**config.mk**
```make
export PLATFORM = sky130hd
export DESIGN_NAME = mdu_seq
export DESIGN_NICKNAME = d
export VERILOG_FILES = /design/src/rtl/mdu_seq_pkg.sv /design/src/rtl/mdu_sign_fix.sv /design/src/rtl/mdu_seq.sv
export SDC_FILE = /design/constraint.sdc
export NUM_CORES = 1
export LEC_CHECK = 0
export CORE_UTILIZATION = 45
export CTS_BUF_LIST = sky130_fd_sc_hd__clkbuf_2 sky130_fd_sc_hd__clkbuf_4 sky130_fd_sc_hd__clkbuf_8
export DETAILED_ROUTE_END_ITERATION = 16
export GPL_TIMING_DRIVEN = 0
export PLACE_DENSITY = 0.71
export SLEW_MARGIN = 20
export SYNTH_ARGS = -nofsm -noshare
export SYNTH_HDL_FRONTEND = slang
export SYNTH_SLANG_ARGS = --single-unit
```
**constraint.sdc**
```tcl
create_clock -name clk -period 3.87 [get_ports clk]
set_input_delay 1.161 -clock clk [delete_from_list [all_inputs] [get_ports clk]]
set_output_delay 1.161 -clock clk [all_outputs]
set_load 0.01 [all_outputs]
```
**src/rtl/mdu_seq_pkg.sv**
```systemverilog
// ============================================================================
//  Module      : mdu_seq_pkg
//  Description : Shared encodings for the iterative multiply/divide sequencer
//                (operation codes, FSM states, HI/LO bus width).
//  Revision    : 1.0 - initial release
// ============================================================================
`default_nettype none

package mdu_seq_pkg;

    // Operation encodings as issued by EX
    localparam logic [1:0] MDU_OP_MULT  = 2'b00;
    localparam logic [1:0] MDU_OP_MULTU = 2'b01;
    localparam logic [1:0] MDU_OP_DIV   = 2'b10;
    localparam logic [1:0] MDU_OP_DIVU  = 2'b11;

    // Width of the {hi_we, lo_we, hi, lo} forwarding bus
    localparam int HILO_BUS_WD = 66;

    // Sequencer states
    typedef enum logic [1:0] {
        MDU_ST_IDLE = 2'd0,
        MDU_ST_MUL  = 2'd1,
        MDU_ST_DIV  = 2'd2,
        MDU_ST_DONE = 2'd3
    } mdu_state_t;

    // Even op codes (mult, div) treat operands as two's complement
    function automatic logic op_is_signed(input logic [1:0] op);
        return ~op[0];
    endfunction

endpackage

`default_nettype wire

```
**src/rtl/mdu_sign_fix.sv**
```systemverilog
// ============================================================================
//  Module      : mdu_sign_fix
//  Description : Combinational conditional two's-complement negate. Used for
//                operand magnitudes and for result sign correction.
//  Revision    : 1.0 - initial release
// ============================================================================
`default_nettype none

module mdu_sign_fix #(
    parameter int W = 32
) (
    input  logic [W-1:0] in_val,
    input  logic         neg,
    output logic [W-1:0] out_val
);

    // Negate when requested; the most negative value maps onto itself
    assign out_val = neg ? (~in_val + W'(1)) : in_val;

endmodule

`default_nettype wire

```
**src/rtl/mdu_seq.sv**
```systemverilog
// ============================================================================
//  Module      : mdu_seq
//  Description : Iterative multiply/divide sequencer owning the HI/LO write
//                path. Shift-add multiply and restoring divide, one bit per
//                cycle, on unsigned magnitudes with sign correction at the end.
//  Revision    : 1.0 - initial release
// ============================================================================
`default_nettype none

module mdu_seq
    import mdu_seq_pkg::*;
#(
    parameter int DATA_W = 32,
    parameter int CNT_W  = 6
) (
    input  logic                  clk,
    input  logic                  rst,
    input  logic                  start,
    input  logic [1:0]            op,
    input  logic [DATA_W-1:0]     src_a,
    input  logic [DATA_W-1:0]     src_b,
    input  logic                  cancel,
    output logic                  stall_req,
    output logic                  busy,
    output logic                  div_zero,
    output logic                  hi_we,
    output logic                  lo_we,
    output logic [DATA_W-1:0]     hi_o,
    output logic [DATA_W-1:0]     lo_o,
    output logic [2*DATA_W+1:0]   hilo_bus
);

    mdu_state_t state, state_nx;

    // Accumulator: MUL holds {partial product, remaining multiplier};
    // DIV holds {partial remainder, remaining dividend / quotient bits}.
    logic [2*DATA_W-1:0] acc;
    logic [DATA_W-1:0]   mag_op;     // multiplicand (MUL) or divisor (DIV) magnitude
    logic [CNT_W-1:0]    cnt;
    logic                neg_res;    // product / quotient must be negated
    logic                neg_rem;    // remainder takes the dividend's sign
    logic                is_div;
    logic                dz;         // divisor was zero

    logic                sgn, neg_a, neg_b, accept, b_zero, last, we;
    logic [DATA_W-1:0]   abs_a, abs_b;
    logic [DATA_W:0]     mul_sum;
    logic [DATA_W:0]     div_shift, div_trial;
    logic                div_ok;
    logic [2*DATA_W-1:0] prod_fix;
    logic [DATA_W-1:0]   quo_fix, rem_fix, hi_res, lo_res;

    assign sgn    = op_is_signed(op);
    assign neg_a  = sgn & src_a[DATA_W-1];
    assign neg_b  = sgn & src_b[DATA_W-1];
    assign accept = (state == MDU_ST_IDLE) & start & ~cancel;
    assign b_zero = (src_b == '0);
    assign last   = (cnt == CNT_W'(DATA_W-1));

    mdu_sign_fix #(.W(DATA_W)) u_abs_a (.in_val(src_a), .neg(neg_a), .out_val(abs_a));
    mdu_sign_fix #(.W(DATA_W)) u_abs_b (.in_val(src_b), .neg(neg_b), .out_val(abs_b));

    // One multiply step: add multiplicand if the current multiplier bit is set
    assign mul_sum = {1'b0, acc[2*DATA_W-1:DATA_W]} +
                     {1'b0, mag_op & {DATA_W{acc[0]}}};

    // One restoring divide step: shift in next dividend bit, trial-subtract divisor
    assign div_shift = {acc[2*DATA_W-1:DATA_W], acc[DATA_W-1]};
    assign div_trial = div_shift - {1'b0, mag_op};
    assign div_ok    = ~div_trial[DATA_W];

    // State register
    always_ff @(posedge clk or posedge rst) begin
        if (rst) state <= MDU_ST_IDLE;
        else     state <= state_nx;
    end

    // Next-state and handshake outputs
    always_comb begin
        state_nx  = state;
        stall_req = 1'b0;
        we        = 1'b0;
        case (state)
            MDU_ST_IDLE: begin
                if (accept) begin
                    stall_req = 1'b1;
                    if (op[1] && b_zero) state_nx = MDU_ST_DONE;
                    else if (op[1])      state_nx = MDU_ST_DIV;
                    else                 state_nx = MDU_ST_MUL;
                end
            end
            MDU_ST_MUL, MDU_ST_DIV: begin
                stall_req = ~cancel;
                if (cancel)    state_nx = MDU_ST_IDLE;
                else if (last) state_nx = MDU_ST_DONE;
            end
            MDU_ST_DONE: begin
                we       = ~cancel;
                state_nx = MDU_ST_IDLE;
            end
            default: state_nx = MDU_ST_IDLE;
        endcase
    end

    // Operand capture and iterative datapath
    always_ff @(posedge clk or posedge rst) begin
        if (rst) begin
            acc     <= '0;
            mag_op  <= '0;
            cnt     <= '0;
            neg_res <= 1'b0;
            neg_rem <= 1'b0;
            is_div  <= 1'b0;
            dz      <= 1'b0;
        end else begin
            case (state)
                MDU_ST_IDLE: begin
                    if (accept) begin
                        cnt     <= '0;
                        neg_res <= neg_a ^ neg_b;
                        neg_rem <= neg_a;
                        is_div  <= op[1];
                        dz      <= op[1] & b_zero;
                        mag_op  <= op[1] ? abs_b : abs_a;
                        if (op[1] && b_zero)
                            acc <= {src_a, {DATA_W{1'b1}}};
                        else if (op[1])
                            acc <= {{DATA_W{1'b0}}, abs_a};
                        else
                            acc <= {{DATA_W{1'b0}}, abs_b};
                    end
                end
                MDU_ST_MUL: begin
                    acc <= {mul_sum, acc[DATA_W-1:1]};
                    cnt <= cnt + CNT_W'(1);
                end
                MDU_ST_DIV: begin
                    acc <= {(div_ok ? div_trial[DATA_W-1:0] : div_shift[DATA_W-1:0]),
                            acc[DATA_W-2:0], div_ok};
                    cnt <= cnt + CNT_W'(1);
                end
                default: ;
            endcase
        end
    end

    mdu_sign_fix #(.W(2*DATA_W)) u_fix_prod (.in_val(acc), .neg(neg_res), .out_val(prod_fix));
    mdu_sign_fix #(.W(DATA_W)) u_fix_quo (.in_val(acc[DATA_W-1:0]), .neg(neg_res), .out_val(quo_fix));
    mdu_sign_fix #(.W(DATA_W)) u_fix_rem (.in_val(acc[2*DATA_W-1:DATA_W]), .neg(neg_rem), .out_val(rem_fix));

    // Final result selection; divide-by-zero values bypass sign correction
    always_comb begin
        hi_res = prod_fix[2*DATA_W-1:DATA_W];
        lo_res = prod_fix[DATA_W-1:0];
        if (dz) begin
            hi_res = acc[2*DATA_W-1:DATA_W];
            lo_res = acc[DATA_W-1:0];
        end else if (is_div) begin
            hi_res = rem_fix;
            lo_res = quo_fix;
        end
    end

    assign busy     = (state != MDU_ST_IDLE);
    assign hi_we    = we;
    assign lo_we    = we;
    assign div_zero = we & dz;
    assign hi_o     = we ? hi_res : '0;
    assign lo_o     = we ? lo_res : '0;
    assign hilo_bus = {hi_we, lo_we, hi_o, lo_o};

endmodule

`default_nettype wire

```
==> metrics.md <==
| Metric | Value |
|---|---|
| Register bit total from synthesis | 108 |
| DR WL/cell | 24.73 um |
| CP Capture Type | primary output |
| Placeable Area | between 0.02 and 0.03 sq mm |
| Vias | roughly 17000 |
| Critical-path cell list | or4_4, or3_4, nor3_4, nor2b_4, and3_4, nand2_4, o21a_4, buf_6, o21ai_4, xor2_2, nor2_2, buf_4, buf_6 |
| Asr flop ratio synth | 100.0% |
| Status | finished, violations left |
| Met3 Usage GRT | around 8.0% |
| Total CTS buffers | 9 |
| DR DRC count | 0 |
| Syn. warnings | 0 |
| Rows | 63 |
| Post-synth EDFFs | 0 |
| Hold Fails Final Rpt | 0 |
| Slew @ Worst Pin | between 1 and 1.5 ns |
| Worst-path clk slew | between 0.1 and 0.15 ns |
| Final worst path period need | roughly 4.8 ns |
| DIE AREA | roughly 0.031 sq mm |
| Violated checks | negative setup slack |
| CTS tree | built |
| Top_reg_cell synth | dfrtp_1 |
| Clk_lat worst skew | 0.44 ns |
| H-tree depth | 3 |
| Total GRT Usage | around two fifths |
| Max clock buf depth | 2 |
| Max Fclk | ~210 MHz |
| Power per standard cell area | between 900 and 1000 mW/mm^2 |
| Maximum VDD drop | 0.0004458 V |
| Startpoint Class | flop |
| Met2 Use GR | between 60% and 70% |
| Global route overflow | 0 |
| Unrepaired setup endpoints after global routing | true |
| Diode count | 0 |
| Leak | between 8 and 9 nW |
| Post-Syn Area | roughly 0.014 sq mm |
| Slew margin rel. | slightly above 30% |
| WP data arrival | ~3.6 ns |
| MaxCap Viol Count | 0 |
| Top delay family on crit path | simple AND/OR/NAND/NOR gates |
| Clock Sink Count | 108 |
| Syn Nets | around 2100 |
| 1st-iter DRT viols | between 2000 and 2500 |
| Kind of critical path | flop to primary output |
| Worst path max stage delay | between 0.5 and 0.6 ns |
| Avg Synthesized Cell Area | 7.143 sq um |
| Most used routing layer | met2 |
| Area growth from synthesis to layout | 33.64% |
| IO Pins | between 200 and 250 |
| CP most frequent cell | buf_6 |
| RD Place Congestion | about 1 |
| Synthesized instance count | between 1500 and 2000 |
| Antenna Nets Post-Route | 0 |
| Setup slack after layout | -0.9257 ns |
| Initial Utilization | 46.19% |
| Largest net degree at the start of global routing | 33 |
| Yosys cell types | 88 |
| TritonRoute pass-1 iters | 7 |
| Final clock skew | 0.03204 ns |
| M1 GR Usage | 53.40% |
| Final HPWL DP | ~50 mm |
| Non-Filler Instances | about 2600 |
| Die Ht | roughly 180 um |
| First-pass GRT wire length | roughly 95 mm |
| Root Driver | clkbuf_8 |
| Setup WS pre-CTS | -1.716 ns |
| Total wire length | between 60 and 70 mm |
| Final Setup Violations | 126 |
| CP Buf/Inv Count | 3 |
| Share of cells above drive strength 1 | 24.00% |
| Number of I/O port buffers | 204 |
| Vias in the first global route | approximately 16000 |
| Cts hold-fix bufs | 0 |
| Critical path required time | roughly 2.7 ns |
| Hold Path Class | flop to flop |
| Drt via density | 6.386 |
| Final Net Count | 2388 |
| Initial antenna violation count | 1 |
| Crit-path max FO | 3 |
| Period utilization | 123.9% |
| Placed instance count | between 2000 and 3000 |
| Final Max Tran Viols | 0 |
| Crit-path slowest cell | or4_4 |
| Die Width | approximately 180 um |
| Register area share after synthesis | between 10% and 20% |
==> cell type report <==
type                    instances  area, sq um
inverters                      75        294.0
multi-input cells            1566        10910
plain buffers                 171         1018
clock buffers                  10        137.6
fillers                      2739        11430
well taps                     390        488.0
clock inverters                 6        66.31
repair buffers                310         2800
flip-flops and latches        108         2729
==> power breakdown <==
| part | switching (mW) | leakage, nW | internal (mW) |
|---|---|---|---|
| combinational | 8.86 | 6.59 | 5.55 |
| sequential | 0.882 | 1.34 | 1.66 |
| clock | 0.511 | 0.101 | 0.273 |
| total | 10.3 | 8.03 | 7.48 |
==> worst register-to-register path: cells and delay by family, from the launching register on <==
family / cells / cell delay, ns
DFF: 1 / 0.47
adders and majority gates: 2 / 0.51
AOI/OAI and AO/OA: 8 / 1.81
and+or+nand+nor: 1 / 0.28
buffers and inverters: 4 / 0.46
muxes: 1 / 0.31
==> state kept, by name, summed over array words and instances (netlist names) <==
register and cells:
acc 64, mag_op 32, cnt 6, state 2, dz 1, is_div 1
neg_rem 1, neg_res 1
==> stage by stage <==
step / setup TNS, ns / power, mW / area [sq um] / util [%] / hold slack (ns)
6_report: -69.10 / 17.74 / 18440 / 61.73 / 0.4986
5_1_grt: -77.27 / 18.69 / 18440 / 61.73 / 0.5145
4_1_cts: -82.73 / 16.47 / 17490 / 58.55 / 0.4991
3_5_place_dp: -192.50 / 14.67 / 16460 / 55.09 / 0.4698
3_3_place_gp: -187.91 / 14.53 / 16400 / 54.89 / 0.4656
2_1_floorplan: -1.076 / 10.34 / 13870 / - / 0.4497
==> metal layers <==
metal	up-vias	wire length (um)
li1	7463	-
met4	2	4153
met2	1129	28370
met3	229	7371
met1	8011	25280
met5	-	13
==> layout by cell type, fill, tap and decap left out, drive strengths merged, types with 10 or more instances in the layout <==
master | Yosys | layout
a211oi | 33 | 33
a21o | 41 | 41
a21oi | 220 | 220
a22o | 21 | 21
a311oi | 18 | 18
a31oi | 21 | 21
and3 | 13 | 13
buf | 92 | 281
clkbuf | 91 | 98
clkdlybuf4s50 | 0 | 101
dfrtp | 108 | 108
ha | 75 | 75
inv | 75 | 75
mux2 | 11 | 11
mux2i | 17 | 17
nand2 | 173 | 173
nand2b | 14 | 14
nand3 | 32 | 32
nand4 | 10 | 10
nor2 | 254 | 254
nor2b | 17 | 17
nor3 | 48 | 48
nor4 | 21 | 21
o211ai | 13 | 13
o21a | 12 | 12
o21ai | 155 | 155
o22ai | 16 | 16
o31ai | 17 | 17
or3 | 22 | 22
or4 | 13 | 13
xnor2 | 83 | 83
xor2 | 81 | 81
==> cell families (layout without fill, tap and decap cells) <==
kind of cell | after synthesis | in the layout | share of synthesized area, %
AND/OR/NAND/NOR | 651 | 651 | 22.19
AO/OA/AOI/OAI | 646 | 646 | 29.35
buffers and inverters | 258 | 572 | 9.248
XOR/XNOR | 164 | 164 | 10.41
flip-flops | 108 | 108 | 19.58
adder cells (fa/ha/maj) | 77 | 77 | 7.090
multiplexers | 28 | 28 | 2.131
==> synthesized netlist by cell type (6+ instances only) <==
master | instances | area share (%)
or3_1 | 21 | 0.95
o22ai_1 | 16 | 0.73
o31a_1 | 6 | 0.38
a311oi_1 | 18 | 1.1
nor2b_1 | 16 | 0.73
a21o_1 | 41 | 2.2
xor2_1 | 81 | 5.1
o31ai_1 | 16 | 0.87
ha_1 | 75 | 6.8
o21bai_1 | 8 | 0.44
o41ai_1 | 6 | 0.38
o211ai_1 | 13 | 0.71
nand3_1 | 32 | 1.2
nor2_1 | 251 | 6.8
a31oi_1 | 21 | 0.95
dfrtp_1 | 108 | 20
o21ai_0 | 104 | 3.8
buf_2 | 6 | 0.22
or2_2 | 7 | 0.32
or4_1 | 9 | 0.49
a211o_1 | 6 | 0.38
clkbuf_1 | 90 | 2.4
mux2i_1 | 17 | 1.2
and3_1 | 12 | 0.54
and2_1 | 7 | 0.32
xnor2_1 | 83 | 5.3
nor3_1 | 44 | 1.6
a22o_1 | 21 | 1.3
mux2_2 | 9 | 0.73
inv_1 | 74 | 2.0
o21ai_1 | 51 | 1.8
nand2_1 | 172 | 4.7
o21a_1 | 12 | 0.65
a21oi_1 | 220 | 8.0
a22oi_1 | 9 | 0.49
nand2b_1 | 14 | 0.63
nor3b_1 | 7 | 0.38
nand4_1 | 10 | 0.45
buf_4 | 71 | 3.9
buf_1 | 11 | 0.30
a211oi_1 | 32 | 1.7
a221oi_1 | 6 | 0.38
nor4_1 | 20 | 0.91
==> final timing paths <==
path                                  from           end  slack, ns  depth (start not counted)
max in group asynchronous              rst        is_div       1.97                          4
worst min-delay path            mag_op[16]    mag_op[16]       0.50                          1
worst max register to register     acc[31]       acc[41]      -0.04                         16
min in group asynchronous              rst        acc[3]       1.10                          2
worst min register to register  mag_op[16]    mag_op[16]       0.50                          1
worst max-delay path                acc[9]  hilo_bus[63]      -0.93                         13
==> timing repair <==
action	4_1_cts	5_1_grt
pin swaps	91	102
setup buffers	55	53
gates cloned	2	1
gates resized for setup	486	223
setup endpoints to repair	206	203
(Power assumes the default switching activity.)
